--- src/rtl/ysyx_2022040010_muldiv_ctrl_pkg.sv ---
// Shared definitions for the iterative multiply/divide sequencer.
//   - MULDIV_OP_* : RISC-V M-extension funct3 encodings
//   - muldiv_state_e : sequencer states (MULDIV_IDLE / MULDIV_CALC / MULDIV_DONE)
//   - REG_BUS / REG_ADDR_BUS : data and register-address widths
//   - rs1_signed / rs2_signed : operand signedness per operation
// Optional feature macro used by the importing modules: YSYX_2022040010_MUL_RADIX4_EN.
package ysyx_2022040010_muldiv_ctrl_pkg;

    localparam int unsigned REG_BUS      = 64;
    localparam int unsigned REG_ADDR_BUS = 5;

    localparam logic [2:0] MULDIV_OP_MUL    = 3'd0;
    localparam logic [2:0] MULDIV_OP_MULH   = 3'd1;
    localparam logic [2:0] MULDIV_OP_MULHSU = 3'd2;
    localparam logic [2:0] MULDIV_OP_MULHU  = 3'd3;
    localparam logic [2:0] MULDIV_OP_DIV    = 3'd4;
    localparam logic [2:0] MULDIV_OP_DIVU   = 3'd5;
    localparam logic [2:0] MULDIV_OP_REM    = 3'd6;
    localparam logic [2:0] MULDIV_OP_REMU   = 3'd7;

    typedef enum logic [1:0] {
        MULDIV_IDLE = 2'd0,
        MULDIV_CALC = 2'd1,
        MULDIV_DONE = 2'd2
    } muldiv_state_e;

    // rs1 is treated as signed for MULH, MULHSU, DIV and REM.
    function automatic logic rs1_signed(input logic [2:0] op);
        return (op == MULDIV_OP_MULH) || (op == MULDIV_OP_MULHSU) ||
               (op == MULDIV_OP_DIV)  || (op == MULDIV_OP_REM);
    endfunction

    // rs2 is treated as signed for MULH, DIV and REM only.
    function automatic logic rs2_signed(input logic [2:0] op);
        return (op == MULDIV_OP_MULH) || (op == MULDIV_OP_DIV) || (op == MULDIV_OP_REM);
    endfunction

endpackage

--- src/rtl/ysyx_2022040010_muldiv_step.sv ---
// Combinational single-iteration datapath of the multiply/divide sequencer.
// The 2*XLEN accumulator is shared by both operations:
//   multiply: {partial product high, remaining multiplier bits}; the step adds the
//             multiplicand (or 0/1/2/3x with the radix-4 build) to the high half and
//             shifts right by one (two) bits.
//   divide:   {partial remainder, dividend/quotient}; the step shifts left by one and
//             performs a restoring trial subtraction of the divisor.
// Ports:
//   is_div   in   select divide step (1) or multiply step (0)
//   acc      in   current accumulator
//   opnd     in   multiplicand magnitude or divisor magnitude
//   opnd_x3  in   3x multiplicand (only with YSYX_2022040010_MUL_RADIX4_EN)
//   acc_next out  accumulator after one iteration
module ysyx_2022040010_muldiv_step
    import ysyx_2022040010_muldiv_ctrl_pkg::*;
#(
    parameter int unsigned XLEN = REG_BUS
) (
    input  logic                is_div,
    input  logic [2*XLEN-1:0]   acc,
    input  logic [XLEN-1:0]     opnd,
`ifdef YSYX_2022040010_MUL_RADIX4_EN
    input  logic [XLEN+1:0]     opnd_x3,
`endif
    output logic [2*XLEN-1:0]   acc_next
);

    logic [XLEN:0]       trial;
    logic [2*XLEN-1:0]   div_next;
    logic [2*XLEN-1:0]   mul_next;
`ifdef YSYX_2022040010_MUL_RADIX4_EN
    logic [XLEN+1:0]     addend;
    logic [XLEN+1:0]     hi_sum;
`else
    logic [XLEN:0]       hi_sum;
`endif

    always_comb begin
        // Restoring divide: {rem, next dividend bit} minus divisor.
        trial = acc[2*XLEN-1:XLEN-1] - {1'b0, opnd};
        if (!trial[XLEN]) begin
            div_next = {trial[XLEN-1:0], acc[XLEN-2:0], 1'b1};
        end else begin
            div_next = {acc[2*XLEN-2:0], 1'b0};
        end

`ifdef YSYX_2022040010_MUL_RADIX4_EN
        unique case (acc[1:0])
            2'd0:    addend = '0;
            2'd1:    addend = {2'b00, opnd};
            2'd2:    addend = {1'b0, opnd, 1'b0};
            default: addend = opnd_x3;
        endcase
        // hi + 3*mcand stays below 2^(XLEN+2), so no carry is lost.
        hi_sum   = {2'b00, acc[2*XLEN-1:XLEN]} + addend;
        mul_next = {hi_sum, acc[XLEN-1:2]};
`else
        hi_sum   = {1'b0, acc[2*XLEN-1:XLEN]} + (acc[0] ? {1'b0, opnd} : {(XLEN+1){1'b0}});
        mul_next = {hi_sum, acc[XLEN-1:1]};
`endif

        acc_next = is_div ? div_next : mul_next;
    end

endmodule

--- src/rtl/ysyx_2022040010_muldiv_ctrl.sv ---
// Iterative multiply/divide sequencer for the RV64 execute stage.
// Accepts one M-extension op when idle, iterates a shift-add multiplier or restoring
// divider on operand magnitudes, applies the sign fix-up on the last iteration and
// presents the result under a valid/ready handshake. Stalls the pipeline while busy.
// Divide-by-zero and signed overflow bypass the iteration and finish in one cycle.
// Macro YSYX_2022040010_MUL_RADIX4_EN: multiply retires two multiplier bits per cycle.
// Ports:
//   clk, rst            clock, asynchronous active-high reset
//   start_i, op_i       request and funct3 operation
//   src1_i, src2_i      rs1 / rs2 values
//   w_rd_addr_i         destination register, captured on accept
//   flush_i             abort, highest priority
//   ready_o             idle, can accept
//   stall_req_o         pipeline hold request (combinational)
//   result_valid_o      result available
//   result_ready_i      consumer takes the result
//   result_o            result value
//   w_rd_addr_o         captured destination register
module ysyx_2022040010_muldiv_ctrl
    import ysyx_2022040010_muldiv_ctrl_pkg::*;
#(
    parameter int unsigned XLEN = REG_BUS
) (
    input  logic                    clk,
    input  logic                    rst,
    input  logic                    start_i,
    input  logic [2:0]              op_i,
    input  logic [XLEN-1:0]         src1_i,
    input  logic [XLEN-1:0]         src2_i,
    input  logic [REG_ADDR_BUS-1:0] w_rd_addr_i,
    input  logic                    flush_i,
    output logic                    ready_o,
    output logic                    stall_req_o,
    output logic                    result_valid_o,
    input  logic                    result_ready_i,
    output logic [XLEN-1:0]         result_o,
    output logic [REG_ADDR_BUS-1:0] w_rd_addr_o
);

    localparam int unsigned CW = $clog2(XLEN);
`ifdef YSYX_2022040010_MUL_RADIX4_EN
    localparam int unsigned MUL_N = XLEN / 2;
`else
    localparam int unsigned MUL_N = XLEN;
`endif
    localparam logic [CW-1:0]   DIV_LAST = CW'(XLEN - 1);
    localparam logic [CW-1:0]   MUL_LAST = CW'(MUL_N - 1);
    localparam logic [XLEN-1:0] INT_MIN  = {1'b1, {(XLEN-1){1'b0}}};

    muldiv_state_e state_q, state_d;

    logic [CW-1:0]           cnt_q;
    logic [2*XLEN-1:0]       acc_q;
    logic [2*XLEN-1:0]       acc_next;
    logic [XLEN-1:0]         opnd_q;
    logic [2:0]              op_q;
    logic                    neg_q;
    logic [XLEN-1:0]         result_q;
    logic [REG_ADDR_BUS-1:0] rd_q;
`ifdef YSYX_2022040010_MUL_RADIX4_EN
    logic [XLEN+1:0]         opnd_x3_q;
    logic [XLEN+1:0]         x3;
`endif

    logic                    accept;
    logic                    last_iter;
    logic                    neg1, neg2;
    logic [XLEN-1:0]         abs1, abs2;
    logic                    div_zero, div_ovf, special;
    logic [XLEN-1:0]         special_res;
    logic [2*XLEN-1:0]       prod_fix;
    logic [XLEN-1:0]         div_sel, div_fix, final_res;

    // ---------------- accept-time operand conditioning ----------------
    always_comb begin
        accept = (state_q == MULDIV_IDLE) && start_i && !flush_i;

        neg1 = rs1_signed(op_i) && src1_i[XLEN-1];
        neg2 = rs2_signed(op_i) && src2_i[XLEN-1];
        // Magnitude of INT_MIN wraps to itself, which is the correct unsigned value.
        abs1 = neg1 ? ('0 - src1_i) : src1_i;
        abs2 = neg2 ? ('0 - src2_i) : src2_i;

        div_zero = op_i[2] && (src2_i == '0);
        div_ovf  = op_i[2] && !op_i[0] && (src1_i == INT_MIN) && (src2_i == '1);
        special  = div_zero || div_ovf;
        // op_i[1] distinguishes REM/REMU from DIV/DIVU.
        if (div_zero) begin
            special_res = op_i[1] ? src1_i : '1;
        end else begin
            special_res = op_i[1] ? '0 : src1_i;
        end
    end

`ifdef YSYX_2022040010_MUL_RADIX4_EN
    assign x3 = {2'b00, abs1} + {1'b0, abs1, 1'b0};
`endif

    // ---------------- iteration datapath and sign fix-up ----------------
    ysyx_2022040010_muldiv_step #(
        .XLEN     (XLEN)
    ) u_step (
        .is_div   (op_q[2]),
        .acc      (acc_q),
        .opnd     (opnd_q),
`ifdef YSYX_2022040010_MUL_RADIX4_EN
        .opnd_x3  (opnd_x3_q),
`endif
        .acc_next (acc_next)
    );

    always_comb begin
        last_iter = (cnt_q == (op_q[2] ? DIV_LAST : MUL_LAST));

        // Negating the full product also gives the right low half for MUL.
        prod_fix = neg_q ? ('0 - acc_next) : acc_next;
        div_sel  = op_q[1] ? acc_next[2*XLEN-1:XLEN] : acc_next[XLEN-1:0];
        div_fix  = neg_q ? ('0 - div_sel) : div_sel;

        if (op_q[2]) begin
            final_res = div_fix;
        end else if (op_q == MULDIV_OP_MUL) begin
            final_res = prod_fix[XLEN-1:0];
        end else begin
            final_res = prod_fix[2*XLEN-1:XLEN];
        end
    end

    // ---------------- FSM: state register ----------------
    always_ff @(posedge clk or posedge rst) begin
        if (rst) begin
            state_q <= MULDIV_IDLE;
        end else begin
            state_q <= state_d;
        end
    end

    // ---------------- FSM: next state ----------------
    always_comb begin
        state_d = state_q;
        if (flush_i) begin
            state_d = MULDIV_IDLE;
        end else begin
            unique case (state_q)
                MULDIV_IDLE: if (start_i) state_d = special ? MULDIV_DONE : MULDIV_CALC;
                MULDIV_CALC: if (last_iter) state_d = MULDIV_DONE;
                MULDIV_DONE: if (result_ready_i) state_d = MULDIV_IDLE;
                default:     state_d = MULDIV_IDLE;
            endcase
        end
    end

    // ---------------- FSM: outputs ----------------
    always_comb begin
        ready_o        = 1'b0;
        result_valid_o = 1'b0;
        stall_req_o    = 1'b0;
        unique case (state_q)
            MULDIV_IDLE: begin
                ready_o     = 1'b1;
                stall_req_o = start_i && !flush_i;
            end
            MULDIV_CALC: stall_req_o = 1'b1;
            MULDIV_DONE: begin
                result_valid_o = 1'b1;
                stall_req_o    = !result_ready_i;
            end
            default: ;
        endcase
    end

    // ---------------- datapath registers ----------------
    always_ff @(posedge clk or posedge rst) begin
        if (rst) begin
            cnt_q     <= '0;
            acc_q     <= '0;
            opnd_q    <= '0;
            op_q      <= '0;
            neg_q     <= 1'b0;
            result_q  <= '0;
            rd_q      <= '0;
`ifdef YSYX_2022040010_MUL_RADIX4_EN
            opnd_x3_q <= '0;
`endif
        end else if (accept) begin
            op_q   <= op_i;
            rd_q   <= w_rd_addr_i;
            cnt_q  <= '0;
            // Multiply: multiplier (rs2) in the low half, multiplicand held in opnd.
            // Divide: dividend in the low half, divisor held in opnd.
            acc_q  <= {{XLEN{1'b0}}, (op_i[2] ? abs1 : abs2)};
            opnd_q <= op_i[2] ? abs2 : abs1;
            // Remainder takes the dividend's sign; everything else sign1 ^ sign2.
            neg_q  <= (op_i[2] && op_i[1]) ? neg1 : (neg1 ^ neg2);
`ifdef YSYX_2022040010_MUL_RADIX4_EN
            opnd_x3_q <= x3;
`endif
            if (special) begin
                result_q <= special_res;
            end
        end else if ((state_q == MULDIV_CALC) && !flush_i) begin
            acc_q <= acc_next;
            cnt_q <= cnt_q + CW'(1);
            if (last_iter) begin
                result_q <= final_res;
            end
        end
    end

    assign result_o    = result_q;
    assign w_rd_addr_o = rd_q;

endmodule

--- config.mk ---
export PLATFORM = sky130hd
export DESIGN_NAME = ysyx_2022040010_muldiv_ctrl
export DESIGN_NICKNAME = d
export VERILOG_FILES = /design/src/rtl/ysyx_2022040010_muldiv_ctrl_pkg.sv /design/src/rtl/ysyx_2022040010_muldiv_step.sv /design/src/rtl/ysyx_2022040010_muldiv_ctrl.sv
export SDC_FILE = /design/constraint.sdc
export NUM_CORES = 2
export LEC_CHECK = 0
export ABC_AREA = 1
export BUFFER_PORTS_ARGS = -buffer_cell sky130_fd_sc_hd__buf_2
export CAP_MARGIN = 5
export CORE_UTILIZATION = 37
export DETAILED_ROUTE_END_ITERATION = 12
export PLACE_DENSITY_LB_ADDON = 0.1
export RECOVER_POWER = 25
export SYNTH_ARGS = -nofsm -noshare
export SYNTH_HDL_FRONTEND = slang
export SYNTH_HIERARCHICAL = 1
export SYNTH_SLANG_ARGS = --single-unit
export TNS_END_PERCENT = 5
--- constraint.sdc ---
create_clock -name clk -period 13 [get_ports clk]
set_clock_uncertainty 0.15 [all_clocks]
set_input_delay 2.6 -clock clk [delete_from_list [all_inputs] [get_ports clk]]
set_output_delay 2.6 -clock clk [all_outputs]
set_load 0.03 [all_outputs]
; Word level (Yosys, flattened, before mapping)
; Index checks and enable logic that the tools add are counted.
[word_totals]
ff_bits = 273
latch_bits = 0
mem_bits_rw = 0
romBits = 0
input_bits = 141
output_inout_bits = 72
elab_cells = 89
memories = 0
[op_classes]
add_sub_neg = 7
mul = 0
div = 0
n_lt_le_gt_ge = 0
eq_ne = 13
n_shift = 0
n_mux = 33
n_bitwise = 1
n_reduce_logical = 27
[op_table]
columns = op, count
row1 = $mux W64, 16
row2 = $mux W128, 5
row3 = $sub A1 B64 Y64 const A, 3
row4 = $eq A64 B64 Y1 const B, 2
row5 = $sub A1 B128 Y128 const A, 1
row6 = $add A64 B65 Y65, 1
row7 = $sub A65 B64 Y65, 1
row8 = $logic_not A64 Y1, 1
row9 = $mux W6, 2
row10 = $logic_and A1 B1 Y1, 11
row11 = $mux W2, 5
row12 = $ne A3 B3 Y1 const B, 3
row13 = $add A6 B1 Y6 const B, 1
row14 = $eq A3 B3 Y1 const B, 2
row15 = $eq A6 B6 Y1 const B, 1
row16 = $logic_or A1 B1 Y1, 6
row17 = $pmux W2 S3, 1
row18 = $reduce_and A3 Y1, 2
row19 = $reduce_bool A2 Y1, 2
row20 = $eq A3 B1 Y1 const B, 1
row21 = $eq A3 B2 Y1 const B, 1
row22 = $logic_not A1 Y1, 3
row23 = $logic_not A3 Y1, 1
row24 = $mux W1, 3
row25 = 6 further kinds, 6

; Longest topological paths before layout
[depth]
ltp_word = 10
mapped_depth = 36
depth_no_buf = 35

; Modules after synthesis
; Netlist, hierarchy kept.
[modules_own_cells]
columns = module, n_inst, cells_per_inst, area_per_inst_um2, seq_area_each_um2
row1 = ysyx_2022040010_muldiv_ctrl, 1, 4837, 26964.6, 6831.6
row2 = ysyx_2022040010_muldiv_step, 1, 3070, 14136.1, 0.0

; Worst setup path after synthesis
; OpenSTA, ideal clock, no wires.
[synth_path]
path_kind = input to output
startpoint = input flush_i
endpoint = output stall_req_o
arrival_ns = 3.794
setup_slack_ns = 6.456
stages = 7
n_path_buf = 2
path_cell_list = inv_1 -> nand3_1 -> inv_2 -> clkbuf_1 -> clkbuf_1 -> nor3b_1 -> inv_1
[synth_via]
elab_chain_cells = 3
[synth_rtl]
columns = element, line_no
row1 = start: declaration, ysyx_2022040010_muldiv_ctrl.sv:31  ; input logic flush_i,
row2 = $logic_not A1 Y1, ysyx_2022040010_muldiv_ctrl.sv:161  ; stall_req_o = start_i && !flush_i;
row3 = $logic_and A1 B1 Y1, ysyx_2022040010_muldiv_ctrl.sv:161
row4 = $pmux W1 S3, ysyx_2022040010_muldiv_ctrl.sv:158  ; unique case (state_q)
row5 = end: declaration, ysyx_2022040010_muldiv_ctrl.sv:33  ; output logic stall_req_o,
; No other way between the ends.

==> results.md <==
- Counting the buffers created by CTS gives 38.
- The leakage power total is 23.1 nW.
- In this run, synthesis inferred 0 flip-flops with an integrated enable.
- After synthesis, the largest family of logic cells by area is simple AND/OR/NAND/NOR gates.
- The top cell types in the final layout, fill and taps aside, are nand2_1, inv_1, nor2_1.
- The total routing resource utilization after global routing is 46.6%.
- The congestion estimate from routability-driven global placement came to 1.14.
- The fraction of layout cells with a size suffix above 1 is 5.97%.
- At the pin with the least slew margin, the transition time is 4220 ps.
- The count of buffers added on input and output ports is 212.
- The sequential standard cell area is 6840 sq um.
- The setup slack after layout is 4440 ps.
- The average vias per placed instance is 5.81.
- The tightest hold path in the finished design has a slack of 328 ps.
- The pin count of the biggest net entering global routing is 127.
- The mux share of post-synthesis cell area is 0.0244%.
- After the last flow step, the layout net total stands at 8269.
- The first global-routing pass estimated 372000 um of wire.
- The number of placed instances, taps included, is 9428.
- The basic-gate share of the synthesized area counting and, or, nand and nor cells is 49.9%.
- Setup repair after global routing left no endpoint under its margin.
- The DRC marker count from the first detailed-route iteration is 7988.
- The type of element capturing the critical path is an async pin.
- The register bit total from synthesis is 273.
- Of the synthesized area, sequential elements account for 16.6%.
- CTS saw 273 sinks.
- The post-CTS setup buffer count is 0.
- For this run, the number of Yosys warnings is 6.
- The number of top-level pins is 213.
- The final wirelength is 269000 um.
- For this design, the CTS-stage hold fixing added 0 buffers.
- The final hold violation count is 0.
- TritonCTS built the clock tree.
- Summing the areas of all compound-gate instances in the mapped netlist gives 13.0% of the synthesized area.
- The adder and majority gate portion of the synthesized area is 4.18%.
- The total area inside the core boundary comes to 109000 sq um.
- The first detailed-routing pass ran for 9 iterations.
- Across all layers, the routed design uses 55300 vias.
- The die area is 112000 sq um.
- The highest attainable clock frequency is 117 MHz.
- The via count of the first global-routing pass came to 50600.
- For this run, the number of standard cells in the final layout without fillers is 9504.
- The max-slew violation count is 260.
- The number of different library cells in the post-synthesis netlist is 56.
- For the final routed database, the setup TNS stands at 0 ps.
- The die is 335 um wide.
- After Yosys synthesis, XOR and XNOR cells account for 3.13% of the synthesized area.
- The initialized floorplan defines 121 standard-cell rows.
- The number of gates given a new drive strength after cts is 0.
- The peak per-stage delay on the critical path is 3090 ps.
- The clock-pin slew on the worst setup and hold paths is 50 ps.
- Each instance of the synthesized netlist takes up on average 5.20 sq um.
- The post-route antenna net violation count is 0.
- The worst supply voltage drop on vdd is 0.155 mV.
- Measured along the y axis, the die boundary spans 335 um.
- The initial antenna violation count is 13.
- The critical path launch point type is a primary input.
- The checks that failed: max-capacitance violations, max-slew violations.
- The longest clock path from root to sink contains 3 buffers.
- The slowest stage of the critical path belongs to the cell clkbuf_1.
- The most instantiated flip-flop cell in the synthesis netlist is dfrtp_1.
- The tool flagged a number of max-cap violations equal to 5.
- Setup violations remaining at the end of the flow were counted as 0.
- The power density of the placed cells is 307 nW/um^2.
- The number of nets handed over by synthesis was 8184.
- Once the floorplan was initialized, standard cells occupied 37.5% of the core.
- The maximum fanout count along the critical path is 79.
- The signal arrival time at the worst endpoint is 8160 ps.
- The fraction of the cycle the final worst path needs is 65.8%.
- The setup path with the least slack is of type primary input to async pin.
- After technology mapping, the gate count stands at 7907.
- The detail-routed net length per standard cell is 28.3 um.
- The post-route minimum period is 8560 ps.
- The run finished, with violations left.
- The H-tree generated during clock tree synthesis spans 2 levels.
- Relative to the synthesized area, the layout overhead comes to 9.07%.
- The post-place setup slack is 6020 ps.
- The total grt overflow is 0.
- For this run, design rule violations remaining after detail routing come to 0.
- The netlist area before placement is 41100 sq um.
- The type of the tightest min-delay check is flip-flop to flip-flop.
- The placed wire-length estimate after detailed placement is 221000 um.
- The clock latency of the later-clocked register in the worst-skew pair is 650 ps.
- The remaining max-slew budget at the tightest pin is -181%.
- The data required time of the critical path is 12600 ps.
- The root buffer cell chosen for the clock tree is clkbuf_16.
- The async set-or-reset flop fraction in the synthesized netlist is 100%.
- The layout has 12800 filler cells.
- The critical path goes through buf_2 -> clkinvlp_2 -> clkbuf_1.
- The total area of multi-input combinational cells is 28900 sq um.
- The leading cell type in the layout, fill and taps excluded is nand2_1.
-- area by class of cell --
type	instances	share of cell area, %
timing repair buffer	300	3.85
multi-input combinational	6250	64.5
sequential	273	15.3
clock inverter	18	0.474
inverter	1129	9.46
tap	1476	4.12
clock buffer	51	2.32
antenna	7	0.0391
-- cell usage after synthesis (15+ instances only) --
library cell,instances,area (sq um)
o21bai_1,15,113
nor2_2,24,150
nand4_1,85,532
inv_1,1112,4170
nor4_1,21,131
nand2_2,27,169
nand3b_1,52,390
xor2_1,115,1010
inv_2,16,60.1
nor2_1,1033,3880
a21oi_1,387,1940
buf_1,29,109
xnor2_1,32,280
dfrtp_1,273,6830
o211ai_1,29,218
or2_2,20,125
clkbuf_1,155,582
ha_1,134,1680
a22oi_1,17,128
nand2_1,2778,10400
a31oi_1,16,100
nor3_1,62,310
buf_2,52,260
nand3_1,809,4050
o21ai_0,494,2470
-- metal layers --
metal	wire length, um	global-route usage, %	part of all wire (%)	up-vias
met5	105	0	0.039	-
met4	26400	38.2	9.8	10
met3	30400	13.1	11	878
met2	111000	69.3	41	3486
met1	101000	55.7	38	25700
li1	-	-	-	25100
-- critical path: cells and delay by family --
kind	cells	cell delay (ps)
buffers and inverters	3	5430
-- through the flow --
stage	power [W]	util (%)	cell area [sq um]
global placement	0.0119	39.8	43600
detailed placement	0.0119	39.8	43600
floorplan	0.00745	-	41100
CTS	0.0131	41.0	44800
finish	0.0137	41.0	44800
global route	0.0143	40.9	44800
-- flip-flops by register name (all words and copies together), names as in the netlist --
name,count
acc_q,128
opnd_q,64
result_o,64
cnt_q,6
w_rd_addr_o,5
op_q,3
state_q,2
neg_q,1
-- logic make-up (layout without fill, tap and decap cells) --
logic type / count (synthesis) / after routing
buffers and inverters: 1384 / 1498
xor gates and xnor gates: 147 / 147
and+or+nand+nor: 4953 / 4953
DFF: 273 / 273
other: 0 / 7
AOI/OAI and AO/OA: 1013 / 1013
muxes: 1 / 1
adders and majority gates: 136 / 136
-- final timing paths --
path / startpoint / to / depth (start not counted) / slack, ps
setup / recovery: rst / opnd_q[63] / 3 / 4440
hold / removal: w_rd_addr_o[4] / w_rd_addr_o[4] / 2 / 330
setup reg to reg: opnd_q[54] / result_o[14] / 28 / 6330
hold reg to reg: w_rd_addr_o[4] / w_rd_addr_o[4] / 2 / 330
max in group clk: flush_i / stall_req_o / 7 / 4520
min in group asynchronous: rst / w_rd_addr_o[4] / 2 / 3000
-- report_power, final --
part	switching (W)	internal, W
clock	0.000487	0.000614
combinational	0.00836	0.00255
sequential	0.000558	0.00118
total	0.00940	0.00434
(Power assumes the default switching activity.)
